--- src/rtl/memory_access_if.sv ---
// Data-memory bus between the MEM stage (master) and the data memory (slave).
// Word-wide req/ack handshake; ack is a single-cycle pulse that qualifies rdata.
interface memory_access_if;
    localparam int unsigned XLEN = 32;

    logic            dmem_req_o;
    logic            dmem_we_o;
    logic [XLEN-1:0] dmem_addr_o;
    logic [XLEN-1:0] dmem_wdata_o;
    logic            dmem_ack_i;
    logic [XLEN-1:0] dmem_rdata_i;

    modport master (
        output dmem_req_o,
        output dmem_we_o,
        output dmem_addr_o,
        output dmem_wdata_o,
        input  dmem_ack_i,
        input  dmem_rdata_i
    );

    modport slave (
        input  dmem_req_o,
        input  dmem_we_o,
        input  dmem_addr_o,
        input  dmem_wdata_o,
        output dmem_ack_i,
        output dmem_rdata_i
    );
endinterface

--- src/rtl/memory_access.sv ---
// MEM stage of the RV32 pipeline: word loads/stores over the req/ack data bus,
// pipeline stall while an access is outstanding, misalignment and timeout traps.
module memory_access #(
    parameter int unsigned TIMEOUT_CYCLES = 255
) (
    input  logic                clk,
    input  logic                reset,
    input  logic                PIP_write_mem_i,
    input  logic                PIP_read_mem_i,
    input  logic [31:0]         PIP_alu_result_i,
    input  logic [31:0]         PIP_second_operand_i,
    input  logic                PIP_use_mem_i,
    input  logic                PIP_write_reg_i,
    input  logic [4:0]          PIP_rd_i,
    input  logic                PIP_TRAP_i,
    memory_access_if.master     dmem,
    output logic                stall_o,
    output logic [31:0]         PIP_mem_data_o,
    output logic [31:0]         PIP_alu_result_o,
    output logic                PIP_use_mem_o,
    output logic                PIP_write_reg_o,
    output logic [4:0]          PIP_rd_o,
    output logic                PIP_TRAP_o
);
    localparam int unsigned CNT_W = 8;

    typedef enum logic {IDLE, BUSY} state_t;

    state_t           state;
    logic [CNT_W-1:0] tmo_cnt;
    logic             mem_op;
    logic             misalign;
    logic             timeout;

    assign mem_op   = (PIP_read_mem_i | PIP_write_mem_i) & ~PIP_TRAP_i;
    assign misalign = mem_op & (PIP_alu_result_i[1:0] != 2'b00);
    assign timeout  = (state == BUSY) & (tmo_cnt == CNT_W'(TIMEOUT_CYCLES));

    // In BUSY the stall releases on ack or timeout, so EX/MEM advances on the same edge MEM/WB loads.
    assign stall_o = ~reset & ((state == IDLE) ? (mem_op & ~misalign)
                                               : (~dmem.dmem_ack_i & ~timeout));

    always_ff @(posedge clk or posedge reset) begin
        if (reset) begin
            state             <= IDLE;
            tmo_cnt           <= '0;
            dmem.dmem_req_o   <= 1'b0;
            dmem.dmem_we_o    <= 1'b0;
            dmem.dmem_addr_o  <= '0;
            dmem.dmem_wdata_o <= '0;
            PIP_mem_data_o    <= '0;
            PIP_alu_result_o  <= '0;
            PIP_use_mem_o     <= 1'b0;
            PIP_write_reg_o   <= 1'b0;
            PIP_rd_o          <= '0;
            PIP_TRAP_o        <= 1'b0;
        end else begin
            case (state)
                IDLE: begin
                    if (mem_op && !misalign) begin
                        // Launch the access; MEM/WB sees a bubble with rd = 0 so nothing forwards.
                        state             <= BUSY;
                        tmo_cnt           <= '0;
                        dmem.dmem_req_o   <= 1'b1;
                        dmem.dmem_we_o    <= PIP_write_mem_i;
                        dmem.dmem_addr_o  <= {PIP_alu_result_i[31:2], 2'b00};
                        dmem.dmem_wdata_o <= PIP_second_operand_i;
                        PIP_mem_data_o    <= '0;
                        PIP_alu_result_o  <= '0;
                        PIP_use_mem_o     <= 1'b0;
                        PIP_write_reg_o   <= 1'b0;
                        PIP_rd_o          <= '0;
                        PIP_TRAP_o        <= 1'b0;
                    end else begin
                        PIP_mem_data_o    <= '0;
                        PIP_alu_result_o  <= PIP_alu_result_i;
                        PIP_use_mem_o     <= PIP_use_mem_i;
                        PIP_write_reg_o   <= PIP_write_reg_i & ~misalign;
                        PIP_rd_o          <= PIP_rd_i;
                        PIP_TRAP_o        <= PIP_TRAP_i | misalign;
                    end
                end
                BUSY: begin
                    if (dmem.dmem_ack_i) begin
                        state             <= IDLE;
                        dmem.dmem_req_o   <= 1'b0;
                        PIP_mem_data_o    <= dmem.dmem_we_o ? 32'h0 : dmem.dmem_rdata_i;
                        PIP_alu_result_o  <= PIP_alu_result_i;
                        PIP_use_mem_o     <= PIP_use_mem_i;
                        PIP_write_reg_o   <= PIP_write_reg_i;
                        PIP_rd_o          <= PIP_rd_i;
                        PIP_TRAP_o        <= PIP_TRAP_i;
                    end else if (timeout) begin
                        // Abort: the instruction retires as a trap without a register write.
                        state             <= IDLE;
                        dmem.dmem_req_o   <= 1'b0;
                        PIP_mem_data_o    <= '0;
                        PIP_alu_result_o  <= PIP_alu_result_i;
                        PIP_use_mem_o     <= 1'b0;
                        PIP_write_reg_o   <= 1'b0;
                        PIP_rd_o          <= PIP_rd_i;
                        PIP_TRAP_o        <= 1'b1;
                    end else begin
                        tmo_cnt <= tmo_cnt + CNT_W'(1);
                    end
                end
                default: state <= IDLE;
            endcase
        end
    end
endmodule

--- src/flat_wrapper.sv ---
// flat-port wrapper written by rule: the top's interface ports become plain ports
module memory_access_flat 
#(
    parameter int unsigned TIMEOUT_CYCLES = 255
)
  (clk, reset, PIP_write_mem_i, PIP_read_mem_i, PIP_alu_result_i, PIP_second_operand_i, PIP_use_mem_i, PIP_write_reg_i, PIP_rd_i, PIP_TRAP_i, stall_o, PIP_mem_data_o, PIP_alu_result_o, PIP_use_mem_o, PIP_write_reg_o, PIP_rd_o, PIP_TRAP_o, dmem_dmem_req_o, dmem_dmem_we_o, dmem_dmem_addr_o, dmem_dmem_wdata_o, dmem_dmem_ack_i, dmem_dmem_rdata_i);
  memory_access_if dmem_i ();
  input  logic clk;
  input  logic reset;
  input  logic PIP_write_mem_i;
  input  logic PIP_read_mem_i;
  input  logic [31:0] PIP_alu_result_i;
  input  logic [31:0] PIP_second_operand_i;
  input  logic PIP_use_mem_i;
  input  logic PIP_write_reg_i;
  input  logic [4:0] PIP_rd_i;
  input  logic PIP_TRAP_i;
  output logic stall_o;
  output logic [31:0] PIP_mem_data_o;
  output logic [31:0] PIP_alu_result_o;
  output logic PIP_use_mem_o;
  output logic PIP_write_reg_o;
  output logic [4:0] PIP_rd_o;
  output logic PIP_TRAP_o;
  output wire logic [$bits(dmem_i.dmem_req_o)-1:0] dmem_dmem_req_o;
  output wire logic [$bits(dmem_i.dmem_we_o)-1:0] dmem_dmem_we_o;
  output wire logic [$bits(dmem_i.dmem_addr_o)-1:0] dmem_dmem_addr_o;
  output wire logic [$bits(dmem_i.dmem_wdata_o)-1:0] dmem_dmem_wdata_o;
  input wire logic [$bits(dmem_i.dmem_ack_i)-1:0] dmem_dmem_ack_i;
  input wire logic [$bits(dmem_i.dmem_rdata_i)-1:0] dmem_dmem_rdata_i;
  assign dmem_dmem_req_o = dmem_i.dmem_req_o;
  assign dmem_dmem_we_o = dmem_i.dmem_we_o;
  assign dmem_dmem_addr_o = dmem_i.dmem_addr_o;
  assign dmem_dmem_wdata_o = dmem_i.dmem_wdata_o;
  assign dmem_i.dmem_ack_i = dmem_dmem_ack_i;
  assign dmem_i.dmem_rdata_i = dmem_dmem_rdata_i;
  memory_access #(.TIMEOUT_CYCLES(TIMEOUT_CYCLES)) u_core (.clk(clk), .reset(reset), .PIP_write_mem_i(PIP_write_mem_i), .PIP_read_mem_i(PIP_read_mem_i), .PIP_alu_result_i(PIP_alu_result_i), .PIP_second_operand_i(PIP_second_operand_i), .PIP_use_mem_i(PIP_use_mem_i), .PIP_write_reg_i(PIP_write_reg_i), .PIP_rd_i(PIP_rd_i), .PIP_TRAP_i(PIP_TRAP_i), .dmem(dmem_i), .stall_o(stall_o), .PIP_mem_data_o(PIP_mem_data_o), .PIP_alu_result_o(PIP_alu_result_o), .PIP_use_mem_o(PIP_use_mem_o), .PIP_write_reg_o(PIP_write_reg_o), .PIP_rd_o(PIP_rd_o), .PIP_TRAP_o(PIP_TRAP_o));
endmodule
--- config.mk ---
export PLATFORM = sky130hd
export DESIGN_NAME = memory_access_flat
export DESIGN_NICKNAME = d
export VERILOG_FILES = /design/src/rtl/memory_access_if.sv /design/src/rtl/memory_access.sv /design/src/flat_wrapper.sv
export SDC_FILE = /design/constraint.sdc
export NUM_CORES = 1
export LEC_CHECK = 0
export BUFFER_PORTS_ARGS = -buffer_cell sky130_fd_sc_hd__buf_2
export CAP_MARGIN = 0
export CELL_PAD_IN_SITES_DETAIL_PLACEMENT = 1
export CELL_PAD_IN_SITES_GLOBAL_PLACEMENT = 2
export CORE_MARGIN = 2
export CORE_UTILIZATION = 30
export DETAILED_ROUTE_END_ITERATION = 7
export MAX_ROUTING_LAYER = met4
export PLACE_DENSITY = 0.87
export SLEW_MARGIN = 20
export SYNTH_ARGS = -nofsm -noshare
export SYNTH_HDL_FRONTEND = slang
export SYNTH_SLANG_ARGS = --single-unit
--- constraint.sdc ---
create_clock -name clk -period 8.7 [get_ports clk]
set_input_delay 1.305 -clock clk [delete_from_list [all_inputs] [get_ports clk]]
set_output_delay 1.305 -clock clk [all_outputs]
set_load 0.03 [all_outputs]
-- Word level (Yosys, flattened, before mapping)
Cells that the tools add are included.
- bits in registers: 145
- latch bits: 0
- RAM bits: 0
- ROM bits: 0
- output and inout port bits: 139
- word-level logic and storage cells: 74
- memories kept: 0
- add/sub/neg operators: 1
- multiply operators: 0
- divide/modulo/power cells: 0
- order comparisons: 0
- equality and inequality tests: 5
- shifts and indexed selects: 0
- multiplexer cells: 35
- bitwise logic cells: 15
- reduce and logical (&&, ||, !) cells: 6
- operator list (operator ; number):
    $mux W32 ; 6
    $pmux W32 S2 ; 2
    $mux W8 ; 3
    $pmux W8 S2 ; 1
    $mux W5 ; 3
    $mux W1 ; 14
    $pmux W1 S2 ; 5
    $pmux W5 S2 ; 1
    $add A8 B1 Y8 const B ; 1
    $eq A8 B8 Y1 const B ; 1
    $and A1 B1 Y1 ; 7
    $ne A2 B2 Y1 const B ; 3
    $not A1 Y1 ; 6
    $reduce_and A2 Y1 ; 2
    $ne A3 B3 Y1 const B ; 1
    $reduce_and A3 Y1 ; 1
    $or A1 B1 Y1 ; 2
    $reduce_bool A2 Y1 ; 1
    $logic_and A1 B1 Y1 ; 1
    $logic_not A1 Y1 ; 1

-- Depth between registers and ports, before layout
Gate-level depths: netlist of run 1.
- word-level depth: 7
- gate-level depth with buffers: 7
- depth with buffers taken out: 6

-- Worst setup path after synthesis of run 1
Ideal clock, no wire load.
- path type: input -> output
- from: input port PIP_TRAP_i
- to: output port stall_o
- arrival: 2.551 ns
- path slack: 4.844 ns
- stages: 6
- path buffers: 2
- cell sequence: o21bai_4 -> nand2b_1 -> buf_6 -> a22o_1 -> buf_2 -> nor2_1
- word-level cells in the longest chain between the ends: 7
- RTL lines (item ; line ; text):
    from (decl) ; flat_wrapper.sv:17 ; input logic PIP_TRAP_i;
    $not A1 Y1 (*) ; memory_access.sv:35 ; assign mem_op = (PIP_read_mem_i | PIP_write_mem_i) & ~PIP_TRAP_i;
    $and A1 B1 Y1 (*) ; memory_access.sv:35 ;
    $and A1 B1 Y1 ; memory_access.sv:36 ; assign misalign = mem_op & (PIP_alu_result_i[1:0] != 2'b00);
    $not A1 Y1 ; memory_access.sv:40 ; assign stall_o = ~reset & ((state == IDLE) ? (mem_op & ~misalign)
    $and A1 B1 Y1 (*) ; memory_access.sv:40 ;
    $mux W1 (*) ; memory_access.sv:40 ;
    $and A1 B1 Y1 (*) ; memory_access.sv:40 ;
    to (decl) ; flat_wrapper.sv:18 ; output logic stall_o;
Mark *: on every way between the ends. The rest lies on a longest branch, timed or not.

-- Final worst setup path of run 1
- from: input port dmem_dmem_ack_i
- to: output port stall_o
- word-level cells in the longest chain between the ends: 4
- RTL lines (item ; line ; text):
    from (decl) ; flat_wrapper.sv:29 ; input wire logic [$bits(dmem_i.dmem_ack_i)-1:0] dmem_dmem_ack_i;
    $not A1 Y1 ; memory_access.sv:41 ; : (~dmem.dmem_ack_i & ~timeout));
    $and A1 B1 Y1 ; memory_access.sv:41 ;
    $mux W1 ; memory_access.sv:40 ;
    $and A1 B1 Y1 ; memory_access.sv:40 ;
No other way between the ends.

==> results.yml, run 1 <==
outcome:
  outcome: "finished, final reports clean"
critical_path:
  crit_fanout: 40
  arrival_ps: 2990
  worstPathRequired_ps: 7390
  max_stage_delay_ps: 850
  crit_family: "compound AO/OA/AOI/OAI gates"
  path_class: "in -> out"
  cp-start-kind: "input port"
  critPathBufInv: 2
  path_cells: "buf_2 > nand2b_1 > a22o_2 > nor2_1 > buf_2"
  end_kind: "output pin"
  slowest_stage: "a22o_2"
  crit_top_cell: "buf_2"
cts:
  clk_latency_ps: 410
  cts.clk_slew.worst_paths_ps: 60
  post-cts-setup-buffers: 0
  cts-resized-gates: 0
  htree_levels: 4
  root_buffer: "clkbuf_16"
  cts_buffers: 17
  clockBufferDepth: 2
  postCtsHoldBufs: 0
  cts.sinks: 145
  cts_tree: "yes"
cells_and_area:
  layout_common_cells: "buf_2, nand2_1, dfrtp_1, a22o_1, clkbuf_16"
  mostFrequentLayoutCell: "buf_2"
  regArea_sq_mm: 0.00363
  drive_gt1_share_pct: 39.3
  fillers: 2086
  fin_nets: 841
  area_growth_pct: 36.7
  multi_input_area_sq_mm: 0.00171
power:
  switching_share_pct: 32.0
  p_leak_nw: 4.19
  intPower_w: 0.00134
  combPwrFrac_pct: 20.7
  p_seq_share_pct: 41.5
  total_power_w: 0.00197
  cellPowerDensity_mw_per_mm2: 263
  ir_worst_vdd_mv: 0.132
  p_sw_w: 0.000632
  clockPowerShare_pct: 37.8
die:
  die_area_sq_mm: 0.0194
  core-area_sq_mm: 0.0180
  dieHeight_microns: 139
  initial_utilization_pct: 30.6
  die_w_microns: 139
  num_io_pins: 248
  rows: 49
logic_synthesis:
  ys_ff_latch: 145
  async_flop_share_pct: 100
  synth_area_sq_mm: 0.00550
  synth_cell_types: 37
  synth-main-ff-cell: "dfrtp_1"
  seq_area_frac_synth_pct: 66.0
  synth-edff-count: 0
  ys_warn_count: 0
  avgSynthCellArea_sq_um: 11.1
  synth_cells: 495
timing:
  post-route-period-util_pct: 49.4
  relSlewSlack_pct: 38.8
  finalSetupTns_ps: 0
  slew_viol_final: 0
  fin_skew_ps: 6.23
  finalSetupViolations: 0
  rsz0062_at_grt: "no"
  worst_pin_slew_ps: 918
  min_period_ps: 4300
  max_freq_ghz: 0.233
  hold_viol_final: 0
global_routing:
  grt_pass1_vias: 5069
  grt_max_degree: 78
  grt_first_pass_wirelength_microns: 27300
  grt_overflow: 0
  grt_use_total_pct: 18.2
  antenna_found_initial: 2
route:
  avgRoutedWirePerCell_microns: 17.4
  wirelength_microns: 17000
  ant_nets: 0
  drc_errors: 0
  drt_iter0_drc: 145
  first_pass_iters: 4
  vias_per_cell: 4.80
  routed-via-count: 4675
placement:
  dp_hpwl_microns: 11700
  io_buffer_count: 245
  gp_congestion: 0.809
flow_run:
  maxCapViolCount: 0
worst_hold_path:
  hold_path.class: "reg -> reg"
-- worst reg2reg max path, delay by kind of cell (launching register included) --
family	cells	cell delay, ps
compound gates	1	690
mux	1	440
flops	1	580
simple gates	1	370
buf+inv	1	590
-- path summary, 6_finish.rpt --
| check | endpoint | cells after the start | startpoint | slack, ps |
|---|---|---|---|---|
| worst min-delay path | u_core.dmem.dmem_addr_o[6] | 2 | u_core.dmem.dmem_addr_o[6] | 470 |
| worst max-delay path | stall_o | 5 | dmem_dmem_ack_i | 4400 |
| max in group asynchronous | u_core.PIP_mem_data_o[14] | 3 | reset | 6550 |
| worst max register to register | u_core.PIP_alu_result_o[0] | 4 | u_core.state | 5920 |
| worst min register to register | u_core.dmem.dmem_addr_o[6] | 2 | u_core.dmem.dmem_addr_o[6] | 470 |
| min in group asynchronous | u_core.PIP_mem_data_o[30] | 2 | reset | 1000 |
-- final cells by class --
cell class              count  share of cell area (%)
diodes                      2                  0.0666
clock buffers              18                    5.85
clock inverters            13                    2.16
inverters                   3                   0.216
multi-input cells         314                    22.7
flip-flops and latches    145                    48.3
well taps                 229                    3.81
repair buffers            250                    16.9
-- metal layers --
layer	part of all wire [%]	vias to the layer above	global-route usage [%]
li1	-	2142	-
met2	47	182	29.3
met1	44	2323	22.6
met3	6.0	28	4.06
met4	2.1	0	6.43
met5	0	-	-
-- metrics by stage --
stage,setup slack (ps),util [%],std cells,hold slack [ps],instance area (sq um)
after detailed placement,4350,38.4,941,456,6900
final,4400,41.8,974,470,7510
after global routing,4220,41.8,974,504,7510
after CTS,4360,41.8,972,473,7500
after floorplan,3500,-,496,468,5500
after global placement,4420,38.4,941,452,6900
-- logic make-up after synthesis --
logic type                 count (synthesis)  share of synthesized area, %
and+or+nand+nor                          217                          15.6
AOI/OAI and AO/OA                         91                          14.2
DFF                                      145                          66.0
other                                      1                        0.0682
buffers and inverters                     37                          3.25
adders and majority gates                  1                         0.228
muxes                                      3                         0.614
-- synthesized netlist by cell type (3+ instances only) --
cell / n / share of area (%)
a22o_1: 71 / 11
buf_1: 5 / 0.34
buf_2: 14 / 1.3
clkbuf_1: 11 / 0.75
dfrtp_1: 145 / 66
nand2_1: 194 / 13
nand3_1: 7 / 0.64
nor2_1: 6 / 0.41
nor4_1: 3 / 0.34
o21a_1: 3 / 0.41
o21ai_0: 3 / 0.27
-- flip-flops by register name (all words and copies together), names as in the netlist --
register and cells:
u_core.tmo_cnt 8, u_core.dmem.dmem_req_o 1, u_core.PIP_write_reg_o 1, u_core.PIP_rd_o 5
u_core.dmem.dmem_we_o 1, u_core.dmem.dmem_addr_o 30, u_core.PIP_alu_result_o 32, u_core.PIP_mem_data_o 32
u_core.PIP_TRAP_o 1, u_core.PIP_use_mem_o 1, u_core.state 1, u_core.dmem.dmem_wdata_o 32
-- power groups by stage --
stage | logic (W) | registers (W) | clock network [W]
5_1_grt | 0.000441 | 0.000832 | 0.000799
3_5_place_dp | 0.000414 | 0.000830 | 0
2_1_floorplan | 0.000111 | 0.000977 | 0
6_report | 0.000409 | 0.000819 | 0.000745
3_3_place_gp | 0.000403 | 0.000825 | 0
4_1_cts | 0.000416 | 0.000820 | 0.000765
No activity file was read; power rests on OpenSTA's default activity.
==> run 2, diff against run 1 <==
Settings changed: CORE_UTILIZATION 30 to 28, PLACE_DENSITY 0.87 to 0.82.
Clock period 8.7 ns to 4.2 ns, I/O delays scaled along.
==> run 2 against run 1 <==
Effect of this change:
- critical path depth unchanged
- hold slack worse by 71 ps
- non-clock buffer count down 1
- cell area up 1.3%
- worst setup slack worse by 3200 ps
- power up 110%
- clock power up 120%
==> results.yml, run 2 (synthesized netlist as in run 1, its figures left out) <==
power:
  total_power_w: 0.00420
  cellPowerDensity_mw_per_mm2: 552
  p_leak_nw: 4.20
  ir_worst_vdd_mv: 0.257
worst_hold_path:
  hold_path.class: "in -> reg"
global_routing:
  grt_max_degree: 146
  grt_use_total_pct: 16.9
  grt_first_pass_wirelength_microns: 26200
  antenna_found_initial: 0
  use_met1_pct: 20.2
  grt_use_met3_pct: 5.03
  grt_overflow: 0
  busiest_layer: "met2"
  grtUsageMet2_pct: 27.5
  grt_pass1_vias: 4921
cts:
  post-cts-setup-buffers: 0
  clk_latency_ps: 420
  postCtsHoldBufs: 0
  cts_tree: "yes"
  clockBufferDepth: 2
  cts.sinks: 145
  cts.clk_slew.worst_paths_ps: 60
  cts_buffers: 17
  cts-resized-gates: 0
  root_buffer: "clkbuf_16"
  htree_levels: 4
critical_path:
  path_class: "reg -> out"
  critPathBufInv: 1
  cp-start-kind: "register"
  end_kind: "output pin"
  arrival_ps: 2330
  crit_family: "simple AND/OR/NAND/NOR gates"
  worstPathRequired_ps: 3570
  max_stage_delay_ps: 510
  slowest_stage: "dfrtp_1"
  crit_fanout: 29
  path_cells: "nor3_2 > nand2b_2 > a22o_2 > nor2_1 > buf_2"
cells_and_area:
  mostFrequentLayoutCell: "buf_2"
  area_growth_pct: 38.4
  layout_common_cells: "buf_2, nand2_1, dfrtp_1, a22o_1, clkbuf_16"
  stdcell_count: 1008
  fin_nets: 840
  drive_gt1_share_pct: 39.2
  diodes: 0
  reg_top3: "u_core.PIP_alu_result_o x32, u_core.PIP_mem_data_o x32, u_core.dmem.dmem_wdata_o x32"
timing:
  max_freq_ghz: 0.338
  rsz0062_at_grt: "no"
  finalSetupViolations: 0
  post-route-period-util_pct: 70.4
  holdWs_ps: 399
  slew_viol_final: 0
  fin_skew_ps: 10.2
  finalSetupTns_ps: 0
  relSlewSlack_pct: 31.3
  hold_viol_final: 0
  worst_pin_slew_ps: 1030
  min_period_ps: 2960
route:
  first_pass_iters: 4
  drt_iter0_drc: 141
  drc_errors: 0
  routed-via-count: 4680
  vias_per_cell: 4.64
  avgRoutedWirePerCell_microns: 16.7
  ant_nets: 0
  wirelength_microns: 16900
placement:
  gp_congestion: 0.763
  dp.cells: 976
  dp_hpwl_microns: 11500
  io_buffer_count: 245
flow_run:
  maxCapViolCount: 0
die:
  die_w_microns: 144
  die_area_sq_mm: 0.0208
  initial_utilization_pct: 28.4
  core-area_sq_mm: 0.0193
  dieHeight_microns: 144
  rows: 51
  num_io_pins: 248
outcome:
  outcome: "finished, final reports clean"
## run 2: cell count changes in the layout (fill, tap and decap cells not counted), sizes merged
cell,delta
bufinv,+1
clkbuf,+3
clkinv,-4
buf,-1
inv,+1
diode,-2
## run 2: metal layers
metal,up-vias,part of all wire [%]
met3,18,7.5
met4,0,1.2
li1,2146,-
met2,177,49
met1,2339,43
met5,-,0
## run 2: final timing paths
kind                                              from                           end  slack [ps]  depth (start not counted)
max                                       u_core.state                       stall_o        1240                          5
min                           PIP_second_operand_i[31]  u_core.dmem.dmem_wdata_o[31]         400                          3
max reg2reg                               u_core.state    u_core.PIP_alu_result_o[1]        1670                          3
min reg2reg                u_core.dmem.dmem_wdata_o[6]   u_core.dmem.dmem_wdata_o[6]         470                          2
max in group asynchronous                        reset   u_core.PIP_alu_result_o[20]        3140                          3
min in group asynchronous                        reset      u_core.PIP_mem_data_o[4]         470                          3
## run 2: stage by stage
step / worst slack (ps) / area, sq um / util, %
after global routing: 976 / 7610 / 39.4
after CTS: 1120 / 7600 / 39.3
after detailed placement: 1410 / 6960 / 36.0
after floorplan: 1690 / 5510 / -
after global placement: 1500 / 6960 / 36.0
final: 1240 / 7610 / 39.4
## run 2: layout make-up
type | count | area [sq um]
repair buffers | 249 | 1270
multi-input cells | 314 | 1720
clock buffers | 21 | 470
flip-flops and latches | 145 | 3630
fillers | 2249 | 11700
inverters | 3 | 15.0
clock inverters | 11 | 175
well taps | 265 | 332
## run 2: power breakdown
part | internal [W] | total, W | switching (W) | leakage, nW
clock network | 0.00105 | 0.00166 | 0.000607 | 0.311
logic | 0.000254 | 0.000843 | 0.000590 | 2.05
registers | 0.00158 | 0.00170 | 0.000121 | 1.85
## run 2: tightest hold or removal path, cell delays in order
cell     delay, ps
buf_2           70
nand2_1         40
nand2_1         50
==> run 3, diff against run 2 <==
Settings changed: ABC_AREA set to 1, CORE_UTILIZATION 28 to 24, PLACE_DENSITY 0.82 to 0.77.
Clock period 4.2 ns to 2.55 ns, I/O delays scaled along.
==> run 3 against run 2 <==
Effect of this change:
- global-route usage decreased by 2.9 points
- synthesized cell count increased by 35%
- routed wire length increased by 0.46%
- count of clock-buffer cells in the layout decreased by 1
==> results.yml, run 3 <==
critical_path:
  cp-start-kind: "register"
  critPathBufInv: 1
  max_stage_delay_ps: 400
  crit_family: "simple AND/OR/NAND/NOR gates"
  r2r_cells: 8
  crit_fanout: 19
  slowest_stage: "dfrtp_1"
  worstPathRequired_ps: 2170
  path_cells: "ha_1 > nand2_1 > nor2_4 > nand2_2 > nand2_4 > nor2_1 > buf_2"
  path_class: "reg -> out"
  rr_startpoint: "u_core.tmo_cnt[0]"
  end_kind: "output pin"
  rrSetupSlack_ps: 740
  arrival_ps: 1840
  r2r_end: "u_core.PIP_alu_result_o[29]"
placement:
  dp.cells: 1214
  io_buffer_count: 245
  placed_area_sq_mm: 0.00741
  gp_congestion: 0.736
  dp_hpwl_microns: 12200
cells_and_area:
  fin_nets: 1020
  area_growth_pct: 36.8
  reg_top3: "u_core.PIP_alu_result_o x32, u_core.PIP_mem_data_o x32, u_core.dmem.dmem_wdata_o x32"
  utilization_pct: 33.3
  drive_gt1_share_pct: 32.0
  mostFrequentLayoutCell: "nand2_1"
  layout_common_cells: "nand2_1, buf_2, dfrtp_1, inv_1, o21ai_0"
  stdcell_count: 1247
  final_area_sq_mm: 0.00804
die:
  core-area_sq_mm: 0.0242
  rows: 57
  num_io_pins: 248
  initial_utilization_pct: 24.3
  die_area_sq_mm: 0.0258
  dieHeight_microns: 161
  die_w_microns: 161
flow_run:
  maxCapViolCount: 0
cts:
  cts.clk_slew.worst_paths_ps: 60
  cts-resized-gates: 0
  clockBufferDepth: 2
  postCtsHoldBufs: 0
  clk_latency_ps: 410
  root_buffer: "clkbuf_16"
  htree_levels: 4
  cts_tree: "yes"
  cts_buffers: 17
  cts.sinks: 145
  post-cts-setup-buffers: 0
route:
  drt_iter0_drc: 206
  routed-via-count: 4960
  ant_nets: 0
  wirelength_microns: 16900
  avgRoutedWirePerCell_microns: 13.6
  first_pass_iters: 4
  vias_per_cell: 3.98
  drc_errors: 0
timing:
  min_period_ps: 2230
  slew_viol_final: 0
  relSlewSlack_pct: 52.9
  rsz0062_at_grt: "no"
  hold_viol_final: 0
  post-route-period-util_pct: 87.3
  finalSetupTns_ps: 0
  max_freq_ghz: 0.449
  fin_skew_ps: 12.0
  finalSetupViolations: 0
  worst_pin_slew_ps: 707
global_routing:
  grt_pass1_vias: 5214
  grt_overflow: 0
  grt_first_pass_wirelength_microns: 27800
  grt_use_total_pct: 14.0
  antenna_found_initial: 1
  grt_max_degree: 130
power:
  ir_worst_vdd_mv: 0.422
  p_sw_w: 0.00211
  combPwrFrac_pct: 20.1
  clockPowerShare_pct: 39.1
  cellPowerDensity_mw_per_mm2: 828
  intPower_w: 0.00454
  total_power_w: 0.00665
  p_leak_nw: 4.62
  p_seq_share_pct: 40.8
  switching_share_pct: 31.8
worst_hold_path:
  min_from: "PIP_rd_i[2]"
  hold_path.class: "in -> reg"
  whs_endpoint: "u_core.PIP_rd_o[2]"
  hold_depth: 3
outcome:
  outcome: "finished, final reports clean"
logic_synthesis:
  ys_warn_count: 0
  async_flop_share_pct: 100
  synth-edff-count: 0
  yosys.area.top_type_share_pct: 61.7
  avgSynthCellArea_sq_um: 8.81
  yosysMostFrequentCell: "nand2_1"
  synth_area_sq_mm: 0.00588
  ys_ff_latch: 145
  yosys-top-cells-area: "dfrtp_1, nand2_1, o21ai_0"
  synth_cells: 667
  ys_top_cells_by_count: "nand2_1, dfrtp_1, inv_1"
  yosysTopAreaCell: "dfrtp_1"
  synth_cell_types: 25
  seq_area_frac_synth_pct: 61.7
  synth-main-ff-cell: "dfrtp_1"
run 3: logic make-up after synthesis:
group                    count (synthesis)  synth area share, %
AO/OA/AOI/OAI                          103                 9.13
buffers and inverters                  138                 10.2
adder cells (fa/ha/maj)                  1                0.213
flip-flops                             145                 61.7
XOR/XNOR                                 1                0.149
AND/OR/NAND/NOR                        278                 18.5
other                                    1               0.0638
run 3: layout make-up:
type | instances | area [sq um]
well taps | 324 | 405
clock buffers | 20 | 457
repair buffers | 253 | 1320
inverters | 108 | 409
clock inverters | 11 | 154
fillers | 2931 | 16100
multi-input cells | 385 | 1670
flip-flops and latches | 145 | 3630
diodes | 1 | 2.50
run 3: tightest hold or removal path, stage by stage:
cell     delay (ps)
buf_2            70
nand2_1          40
nand2_1          40
run 3: through the flow:
stage	setup slack, ps	hold WS (ps)
2_1_floorplan	348	467
3_3_place_gp	698	457
3_5_place_dp	689	462
4_1_cts	272	144
5_1_grt	153	154
6_report	323	165
run 3: routing by layer:
| metal | wire (microns) | track usage (%) | vias to the layer above |
|---|---|---|---|
| li1 | - | - | 2482 |
| met2 | 7700 | 21.9 | 166 |
| met3 | 1120 | 4.26 | 9 |
| met4 | 106 | 3.32 | 0 |
| met1 | 8010 | 17.8 | 2303 |
| met5 | 0 | - | - |
run 3: power groups by stage:
| stage | clock, W | combinational (W) | sequential (W) |
|---|---|---|---|
| floorplan | 0 | 0.000333 | 0.00328 |
| global placement | 0 | 0.00135 | 0.00275 |
| detailed placement | 0 | 0.00136 | 0.00276 |
| CTS | 0.00272 | 0.00136 | 0.00272 |
| global route | 0.00281 | 0.00146 | 0.00276 |
| finish | 0.00260 | 0.00133 | 0.00272 |
run 3: worst max-delay path by stage:
stage | startpoint | to | slack (ps) | cells past startpoint
6_report | u_core.tmo_cnt[0] | stall_o | 320 | 7
5_1_grt | u_core.tmo_cnt[0] | stall_o | 150 | 7
4_1_cts | u_core.tmo_cnt[0] | stall_o | 270 | 7
3_5_place_dp | PIP_write_mem_i | stall_o | 690 | 8
3_3_place_gp | PIP_alu_result_i[0] | stall_o | 700 | 7
2_1_floorplan | reset | u_core.PIP_TRAP_o | 350 | 1
